<file path="src/rtl/sumres_serie.sv">
// rtl/sumres_serie.sv - bit-serial N-bit adder/subtractor with start/busy/done handshake
//
// Purpose:
//   Adds or subtracts two N-bit two's-complement operands one bit per clock,
//   LSB first. Subtraction is A + ~B + 1: operand B is conditionally
//   one's-complemented and the carry flop is preloaded with op.
//
// Ports:
//   clk      in   1  system clock, rising edge
//   nreset   in   1  synchronous active-low reset
//   Ent_A    in   N  operand A, sampled when a start is accepted
//   Ent_B    in   N  operand B, sampled when a start is accepted
//   op       in   1  0 = A+B, 1 = A-B, sampled when a start is accepted
//   inicio   in   1  start request, honoured only when idle
//   Sal      out  N  registered result
//   Cout     out  1  registered carry out of the MSB (1 = no borrow on subtract)
//   V        out  1  registered two's-complement overflow
//   ocupado  out  1  busy while bits are being processed
//   fin      out  1  one-cycle pulse when Sal/Cout/V are updated

module sumres_serie #(
  parameter int N = 4
) (
  input  logic         clk,
  input  logic         nreset,
  input  logic [N-1:0] Ent_A,
  input  logic [N-1:0] Ent_B,
  input  logic         op,
  input  logic         inicio,
  output logic [N-1:0] Sal,
  output logic         Cout,
  output logic         V,
  output logic         ocupado,
  output logic         fin
);

  localparam int CW = $clog2(N);
  localparam logic [CW-1:0] CNT_LAST = CW'(N - 1);
  localparam logic [CW-1:0] CNT_PRE  = CW'(N - 2);

  typedef enum logic {
    REPOSO = 1'b0,
    SUMA   = 1'b1
  } state_t;

  state_t state;
  state_t state_nx;

  // control strobes from the output decoder
  logic load_en;
  logic shift_en;
  logic last_bit;

  // serial datapath
  logic [N-1:0]  r_a;
  logic [N-1:0]  r_b;
  logic [N-1:0]  r_s;
  logic          c;
  logic          c_n1;
  logic [CW-1:0] cnt;

  logic s_bit;
  logic c_nx;

  // one full-adder slice working on the current LSBs
  assign s_bit = r_a[0] ^ r_b[0] ^ c;
  assign c_nx  = (r_a[0] & r_b[0]) | (r_a[0] & c) | (r_b[0] & c);

  // state register
  always_ff @(posedge clk) begin
    if (!nreset) begin
      state <= REPOSO;
    end else begin
      state <= state_nx;
    end
  end

  // next-state logic
  always_comb begin
    state_nx = state;
    case (state)
      REPOSO: if (inicio) state_nx = SUMA;
      SUMA:   if (cnt == CNT_LAST) state_nx = REPOSO;
      default: state_nx = REPOSO;
    endcase
  end

  // output / control decoder
  always_comb begin
    load_en  = 1'b0;
    shift_en = 1'b0;
    last_bit = 1'b0;
    case (state)
      REPOSO: load_en = inicio;
      SUMA: begin
        shift_en = 1'b1;
        last_bit = (cnt == CNT_LAST);
      end
      default: ;
    endcase
  end

  // operand shift registers, carry flop and bit counter
  always_ff @(posedge clk) begin
    if (!nreset) begin
      r_a  <= '0;
      r_b  <= '0;
      r_s  <= '0;
      c    <= 1'b0;
      c_n1 <= 1'b0;
      cnt  <= '0;
    end else if (load_en) begin
      r_a  <= Ent_A;
      r_b  <= Ent_B ^ {N{op}};
      c    <= op;
      c_n1 <= 1'b0;
      r_s  <= '0;
      cnt  <= '0;
    end else if (shift_en) begin
      r_a <= {1'b0, r_a[N-1:1]};
      r_b <= {1'b0, r_b[N-1:1]};
      r_s <= {s_bit, r_s[N-1:1]};
      c   <= c_nx;
      cnt <= cnt + CW'(1);
      // carry generated by bit N-2 is the carry into the MSB; keep it for V
      if (cnt == CNT_PRE) c_n1 <= c_nx;
    end
  end

  // result registers; they only move on completion so they hold across starts
  always_ff @(posedge clk) begin
    if (!nreset) begin
      Sal  <= '0;
      Cout <= 1'b0;
      V    <= 1'b0;
      fin  <= 1'b0;
    end else begin
      fin <= 1'b0;
      if (last_bit) begin
        Sal  <= {s_bit, r_s[N-1:1]};
        Cout <= c_nx;
        V    <= c_n1 ^ c_nx;
        fin  <= 1'b1;
      end
    end
  end

  assign ocupado = (state == SUMA);

endmodule

</file>
<file path="config.mk">
export PLATFORM = sky130hd
export DESIGN_NAME = sumres_serie
export DESIGN_NICKNAME = d
export VERILOG_FILES = /design/src/rtl/sumres_serie.sv
export SDC_FILE = /design/constraint.sdc
export NUM_CORES = 1
export LEC_CHECK = 0
export ABC_AREA = 1
export CAP_MARGIN = 40
export CORE_UTILIZATION = 35
export CTS_CLUSTER_SIZE = 14
export DETAILED_ROUTE_END_ITERATION = 6
export MAX_ROUTING_LAYER = met4
export SLEW_MARGIN = 20
export SYNTH_ARGS = -nofsm -noshare
export SYNTH_HDL_FRONTEND = slang
export SYNTH_SLANG_ARGS = --single-unit
</file>
<file path="constraint.sdc">
create_clock -name clk -period 1.4 [get_ports clk]
set_input_delay 0.28 -clock clk [delete_from_list [all_inputs] [get_ports clk]]
set_output_delay 0.28 -clock clk [all_outputs]
set_load 0.03 [all_outputs]
</file>
* Word-level counts from Yosys, hierarchy flattened
Index checks and enable logic that the tools add are counted.
** Word-level totals
- Register bits after elaboration :: 24
- Bits of input ports :: 12
** Cells by class
- Multiplexer cells :: 13
- Add/subtract/negate cells :: 1
- Equality and inequality tests :: 2
- Bitwise operators :: 11
- Reductions and logical operators :: 3
** Operators with widths (number)
- $mux W4 :: 4
- $mux W1 :: 8
- $eq A2 B2 Y1 const B :: 2
- $xor A4 B4 Y4 :: 1
- $and A1 B1 Y1 :: 3
- $xor A1 B1 Y1 :: 3
- $add A2 B1 Y2 const B :: 1
- $not A1 Y1 :: 2
- $or A1 B1 Y1 :: 2
- $pmux W1 S2 :: 1
- $reduce_and A2 Y1 :: 1
- $reduce_bool A2 Y1 :: 1
- $reduce_or A2 Y1 :: 1

* Logic depth before layout (Yosys ltp)
Gate-level depths: netlist of the first run.
- Depth after elaboration :: 5
- Mapped depth :: 6
- Mapped depth without buffers :: 5

* Least setup slack after synthesis of the first run
No wires, ideal clock.
- Kind :: reg2reg
- Start :: reg state, in the netlist ocupado
- End :: reg cnt[1]
- Path buffers :: 1
- Arrival :: 1.108 ns
- Data required time :: 1.330 ns
- Path slack :: 0.223 ns
- Stages on the path, launching flop included :: 5
- Setup time :: 0.070 ns
- Cells stage by stage :: dfxtp_1 buf_4 inv_2 or2_0 a21oi_1
** On the way
- Word-level cells in the longest chain between the ends :: 2
- Elaborated cells between the ends (all ways) :: 3
- Classes of those cells :: mux (2); reduce/logical (1)
** RTL lines
- from (decl) :: line 46 : state_t state;
- from (signal assigned) :: line 74 : state <= state_nx;
- $mux W1 :: line 93 : case (state)
- $reduce_or A2 Y1 (no line)
- to (signal assigned) :: line 124 : cnt <= cnt + CW'(1);
- to (decl) :: line 60 : logic [CW-1:0] cnt;
Several ways; a longest one is shown, not always the timed one.
A chain may end at the register's enable or synchronous reset.

* Final worst setup path of the first run
- Start :: reg Sal[3]
- End :: out Sal[3]
** RTL lines
- from (decl) :: line 30 : output logic [N-1:0] Sal,
- from (signal assigned) :: line 140 : Sal <= {s_bit, r_s[N-1:1]};
No word-level cell between the ends.

==> results.sh, run 1 <==
export IMPL_drive_gt1_share_pct=7.975
export IMPL_crit_family="buffers and inverters"
export IMPL_diodes=0
export IMPL_crit_type="flop to output port"
export IMPL_clock_sinks=23
export IMPL_routed_wl_mm=1.970
export IMPL_root_buffer="clkbuf_4"
export IMPL_die_w_um=55.61
export IMPL_pwr_share_comb_pct=13.8
export IMPL_grt_overflow=0
export IMPL_syn_nets=154
export IMPL_synth_most_common_cell="nand2_1"
export IMPL_ff2ff_setup_slack_ps=190
export IMPL_internal_power_uw=862.3
export IMPL_numCtsBuffers=3
export IMPL_drt_wirelength_per_cell_um=10.15
export IMPL_grt_pass1_vias=815
export IMPL_synth_ff_latch_count=23
export IMPL_min_to="Sal[0]"
export IMPL_synth_area_leaders="dfxtp_1, nand2_1, nand3_1"
export IMPL_fmax_mhz=750.2
export IMPL_power_switching_uw=298.6
export IMPL_hold_violations=0
export IMPL_cts_htree_levels=1
export IMPL_area_growth_pct=26.62
export IMPL_synth_area_um2=1006
export IMPL_portBuffers=19
export IMPL_avgViaCountPerCell=4.737
export IMPL_grtUsageTotal_pct=14.77
export IMPL_maxCapViolCount=0
export IMPL_r2r_end="c"
export IMPL_grt_max_degree=14
export IMPL_status="completed"
export IMPL_synth_commonest_cells="nand2_1, dfxtp_1, nand3_1"
export IMPL_regArea_um2=460.4
export IMPL_yosys_area_top_type="dfxtp_1"
export IMPL_worst_pin_slew_ps=298.6
export IMPL_netlist_area_leader_share_pct=45.77
export IMPL_cts_tree="done"
export IMPL_ctsHoldBuffers=0
export IMPL_postRouteAntennaNets=0
export IMPL_finalWorstSetupSlack_ps=66.97
export IMPL_rr_startpoint="c"
export IMPL_rows=19
export IMPL_critical_path_arrival_ps=1050
export IMPL_post_cts_resized=7
export IMPL_place_gp_congestion=0.7787
export IMPL_hold_depth=2
export IMPL_ys_warn_count=0
export IMPL_die_area_um2=3092
export IMPL_dp_hpwl_mm=1.501
export IMPL_post_cts_buffers=0
export IMPL_initial_core_util_pct=36.80
export IMPL_synth_edf_count=0
export IMPL_worst_path_buf_inv=1
export IMPL_grt_pass1_wl_mm=3.436
export IMPL_required_ps=1120
export IMPL_p_seq_share_pct=59.6
export IMPL_hold_path_class="flop to flop"
export IMPL_path_max_fanout=2
export IMPL_clk_latency_ps=310
export IMPL_synth_async_reset_ratio_pct=0
export IMPL_p_sw_share_pct=25.72
export IMPL_synth_cells=139
export IMPL_skew_ps=5.958
export IMPL_fillCellCount=271
export IMPL_clkPwrFrac_pct=26.6
export IMPL_tns_ps=0
export IMPL_drv_slew=0
export IMPL_num_vias=919
export IMPL_io_pins=20
export IMPL_reg2reg_depth=5
export IMPL_p_leak_nw=0.6312
export IMPL_die_h_um=55.61
export IMPL_cp_cell_sequence="dlygate4sd2_1"
export IMPL_period_share_pct=95.22
export IMPL_synth_avg_cell_area_um2=7.237
export IMPL_drc_errors=0
export IMPL_fin_crit_ps=1333
export IMPL_core_um2=2734
export IMPL_power_density_nw_per_um2=911.5
export IMPL_cp_end_kind="output port"
export IMPL_multiInputGateArea_um2=461.7
export IMPL_final_core_util_pct=46.59
export IMPL_drt_initial_drc_count=28
export IMPL_startpoint_type="flop"
export IMPL_cts_buffer_depth=2
export IMPL_ys_types=16
export IMPL_grt_setup_unrepaired="no"
export IMPL_ir_drop_uv=495.1
export IMPL_critPathSlowestCell="dlygate4sd2_1"
export IMPL_place_worst_setup_slack_ps=-34.18
export IMPL_dr_pass1_iters=4
export IMPL_min_from="r_s[1]"
export IMPL_fin_nets=179
export IMPL_max_stage_delay_ps=390
export IMPL_finalSetupViolations=0
export IMPL_max_slew_margin_rel_pct=80.17
export IMPL_yosysSeqAreaShare_pct=45.77
export IMPL_synth_flop_cell="dfxtp_1"
export IMPL_clk_pin_slew_ps=130
export IMPL_antenna_found_initial=0
==> metrics by stage <==
step	cell area [um2]	hold slack [ps]	std cells	power (mW)
6_report	1274	464.5	194	1.161
5_1_grt	1274	487.7	194	1.233
4_1_cts	1272	465.4	194	1.176
2_1_floorplan	1006	419.1	139	0.7947
3_3_place_gp	1255	441.7	190	0.8632
3_5_place_dp	1255	443.3	190	0.8677
==> cells by family after synthesis <==
family	count (synthesis)	share of synthesized area (%)
AO/OA/AOI/OAI	16	8.333
adder cells (fa/ha/maj)	3	4.477
AND/OR/NAND/NOR	76	32.21
flip-flops	23	45.77
XOR/XNOR	1	0.8708
buffers and inverters	20	8.332
==> metal layers <==
metal / up-vias / global-route usage [%] / part of all wire, %
met4: 0 / 8.571 / 2.4
met1: 409 / 16.94 / 46
li1: 484 / - / -
met5: - / - / 0
met2: 22 / 24.10 / 48
met3: 4 / 2.791 / 3.6
==> area by class of cell <==
| class | instances | area share (%) |
|---|---|---|
| multi-input combinational | 96 | 36.25 |
| inverter | 17 | 5.010 |
| clock buffer | 4 | 2.063 |
| sequential | 23 | 36.15 |
| timing repair buffer | 23 | 17.49 |
| tap | 31 | 3.045 |
==> power by group through the flow <==
stage                     sequential, mW  clock (mW)  combinational (mW)
final                              0.692       0.309               0.160
after global routing               0.695       0.358               0.180
after CTS                          0.692       0.323               0.162
after detailed placement           0.706           0               0.161
after global placement             0.706           0               0.157
after floorplan                    0.704           0              0.0905
==> worst max path at each step <==
stage               cells past startpoint  startpoint     end
finish                                  1      Sal[3]  Sal[3]
global route                            1      Sal[3]  Sal[3]
CTS                                     1        Cout    Cout
detailed placement                      4      inicio  r_s[3]
global placement                        4      inicio  cnt[0]
floorplan                               4     ocupado  cnt[1]
==> registers in the layout (all words and copies together), names as in the netlist <==
| signal | cells |
|---|---|
| Cout | 1 |
| Sal | 4 |
| V | 1 |
| c | 1 |
| c_n1 | 1 |
| cnt | 2 |
| fin | 1 |
| ocupado | 1 |
| r_a | 4 |
| r_b | 4 |
| r_s | 3 |
==> layout by cell type, fill, tap and decap left out, types with 2 or more instances in the layout <==
master and n:
nand2_1 55, dfxtp_1 23, nand3_1 17, inv_1 15, a21oi_1 14, clkdlybuf4s50_1 11, dlygate4sd2_1 6, buf_4 4
clkbuf_4 3, inv_2 2, nor2_4 2, ha_1 2
Power figures use the tool's default switching activity.
==> inputs of run 2 (changes only) <==
==> constraint.sdc (replaced) <==
create_clock -name clk -period 1.1 [get_ports clk]
set_input_delay 0.22 -clock clk [delete_from_list [all_inputs] [get_ports clk]]
set_output_delay 0.22 -clock clk [all_outputs]
set_load 0.03 [all_outputs]
==> results.sh, run 2 (same netlist as run 1, synthesis figures left out) <==
export IMPL_status="complete, but fails checks"
export IMPL_violations="setup timing"
export IMPL_avgViaCountPerCell=4.630
export IMPL_p_leak_nw=0.6523
export IMPL_root_buffer="clkbuf_4"
export IMPL_use_met3_pct=2.791
export IMPL_hold_violations=0
export IMPL_layout_common_cells="nand2_1, dfxtp_1, nand3_1"
export IMPL_die_area_um2=3092
export IMPL_io_pins=20
export IMPL_critical_path_arrival_ps=1390
export IMPL_busiest_layer="met2"
export IMPL_numCtsBuffers=3
export IMPL_clk_latency_ps=300
export IMPL_drc_errors=0
export IMPL_dr_pass1_iters=4
export IMPL_fillCellCount=266
export IMPL_grt_setup_unrepaired="yes"
export IMPL_place_gp_congestion=0.7249
export IMPL_cts_tree="done"
export IMPL_cp_end_kind="flop"
export IMPL_cts_buffer_depth=2
export IMPL_drt_wirelength_per_cell_um=9.875
export IMPL_die_w_um=55.61
export IMPL_hold_path_class="primary input to flop"
export IMPL_dp_cells=192
export IMPL_max_stage_delay_ps=570
export IMPL_portBuffers=19
export IMPL_met1_usage_pct=16.81
export IMPL_ff2ff_setup_slack_ps=-50
export IMPL_ctsHoldBuffers=0
export IMPL_max_slew_margin_rel_pct=84.12
export IMPL_dp_hpwl_mm=1.469
export IMPL_grtUsageTotal_pct=13.81
export IMPL_tns_ps=-45.44
export IMPL_reg2reg_depth=3
export IMPL_path_max_fanout=2
export IMPL_area_growth_pct=34.08
export IMPL_drive_gt1_share_pct=21.30
export IMPL_routed_wl_mm=1.975
export IMPL_skew_ps=4.367
export IMPL_initial_core_util_pct=36.80
export IMPL_finalSetupViolations=1
export IMPL_instances_no_fill=200
export IMPL_cp_cell_sequence="fa_2, nand2_1, a21oi_1"
export IMPL_grt_overflow=0
export IMPL_clk_pin_slew_ps=130
export IMPL_rows=19
export IMPL_drv_slew=0
export IMPL_die_h_um=55.61
export IMPL_grt_pass1_wl_mm=3.312
export IMPL_maxCapViolCount=0
export IMPL_cts_htree_levels=1
export IMPL_core_um2=2734
export IMPL_power_mw=1.511
export IMPL_grt_max_degree=14
export IMPL_r2r_end="r_s[3]"
export IMPL_reg_top3="Sal (4), r_a (4), r_b (4)"
export IMPL_crit_type="flop to flop"
export IMPL_holdWs_ps=466.9
export IMPL_postRouteAntennaNets=0
export IMPL_fin_nets=185
export IMPL_grt_pass1_vias=765
export IMPL_fmax_mhz=873.0
export IMPL_startpoint_type="flop"
export IMPL_antenna_found_initial=0
export IMPL_grt_use_met2_pct=22.55
export IMPL_mostFrequentLayoutCell="nand2_1"
export IMPL_drt_initial_drc_count=12
export IMPL_worst_pin_slew_ps=237.6
export IMPL_crit_end="r_s[3]"
export IMPL_finalWorstSetupSlack_ps=-45.44
export IMPL_dpl_cell_area_um2=1244
export IMPL_cp_startpoint="c"
export IMPL_hold_depth=3
export IMPL_period_share_pct=104.1
export IMPL_final_core_util_pct=49.34
export IMPL_ir_drop_uv=700.1
export IMPL_critPathSlowestCell="fa_2"
export IMPL_fin_crit_ps=1145
export IMPL_required_ps=1340
export IMPL_power_density_nw_per_um2=1120
export IMPL_clock_sinks=23
export IMPL_finalInstanceArea_um2=1349
export IMPL_num_vias=926
export IMPL_place_worst_setup_slack_ps=-243.5
export IMPL_rr_startpoint="c"
export IMPL_diodes=0
## run 2: worst max-delay path, delay by kind of cell (launching register included)
family                     cells  cell delay, ps
adders and majority gates      1             570
DFF                            1             350
AOI/OAI and AO/OA              1             120
and+or+nand+nor                1              50
## run 2: layout make-up
cell class | count | area (um2) | area share, %
repair buffers | 29 | 269.0 | 19.94
well taps | 31 | 38.79 | 2.876
clock buffers | 3 | 22.52 | 1.670
clock inverters | 1 | 5.005 | 0.3711
inverters | 17 | 63.81 | 4.731
multi-input cells | 96 | 480.5 | 35.62
flip-flops and latches | 23 | 469.2 | 34.79
## run 2: report_power, final
group	switching (mW)	internal [mW]	leakage (nW)
clock network	0.253	0.135	0.0177
registers	0.0193	0.860	0.189
logic	0.120	0.123	0.445
total	0.392	1.12	0.652
## run 2: how the worst min path moves through the flow
stage                   from      to  slack, ps
detailed placement    r_s[1]  Sal[0]        460
finish              Ent_A[3]  r_a[3]        470
global route        Ent_A[3]  r_a[3]        480
global placement      r_s[1]  Sal[0]        450
floorplan             nreset       V        360
CTS                 Ent_A[3]  r_a[3]        470
## run 2: what timing repair did
item	CTS	global route
buffers inserted	3	1
resized for setup	5	8
pin swaps	4	9
endpoints found under the setup margin	5	18
## run 2: metal layers
layer / routed length [um] / vias to the layer above / part of all wire, %
met5: 0 / - / 0
met4: 22 / 0 / 1.1
met3: 53 / 2 / 2.7
met2: 970 / 14 / 49
met1: 928 / 413 / 47
li1: - / 497 / -
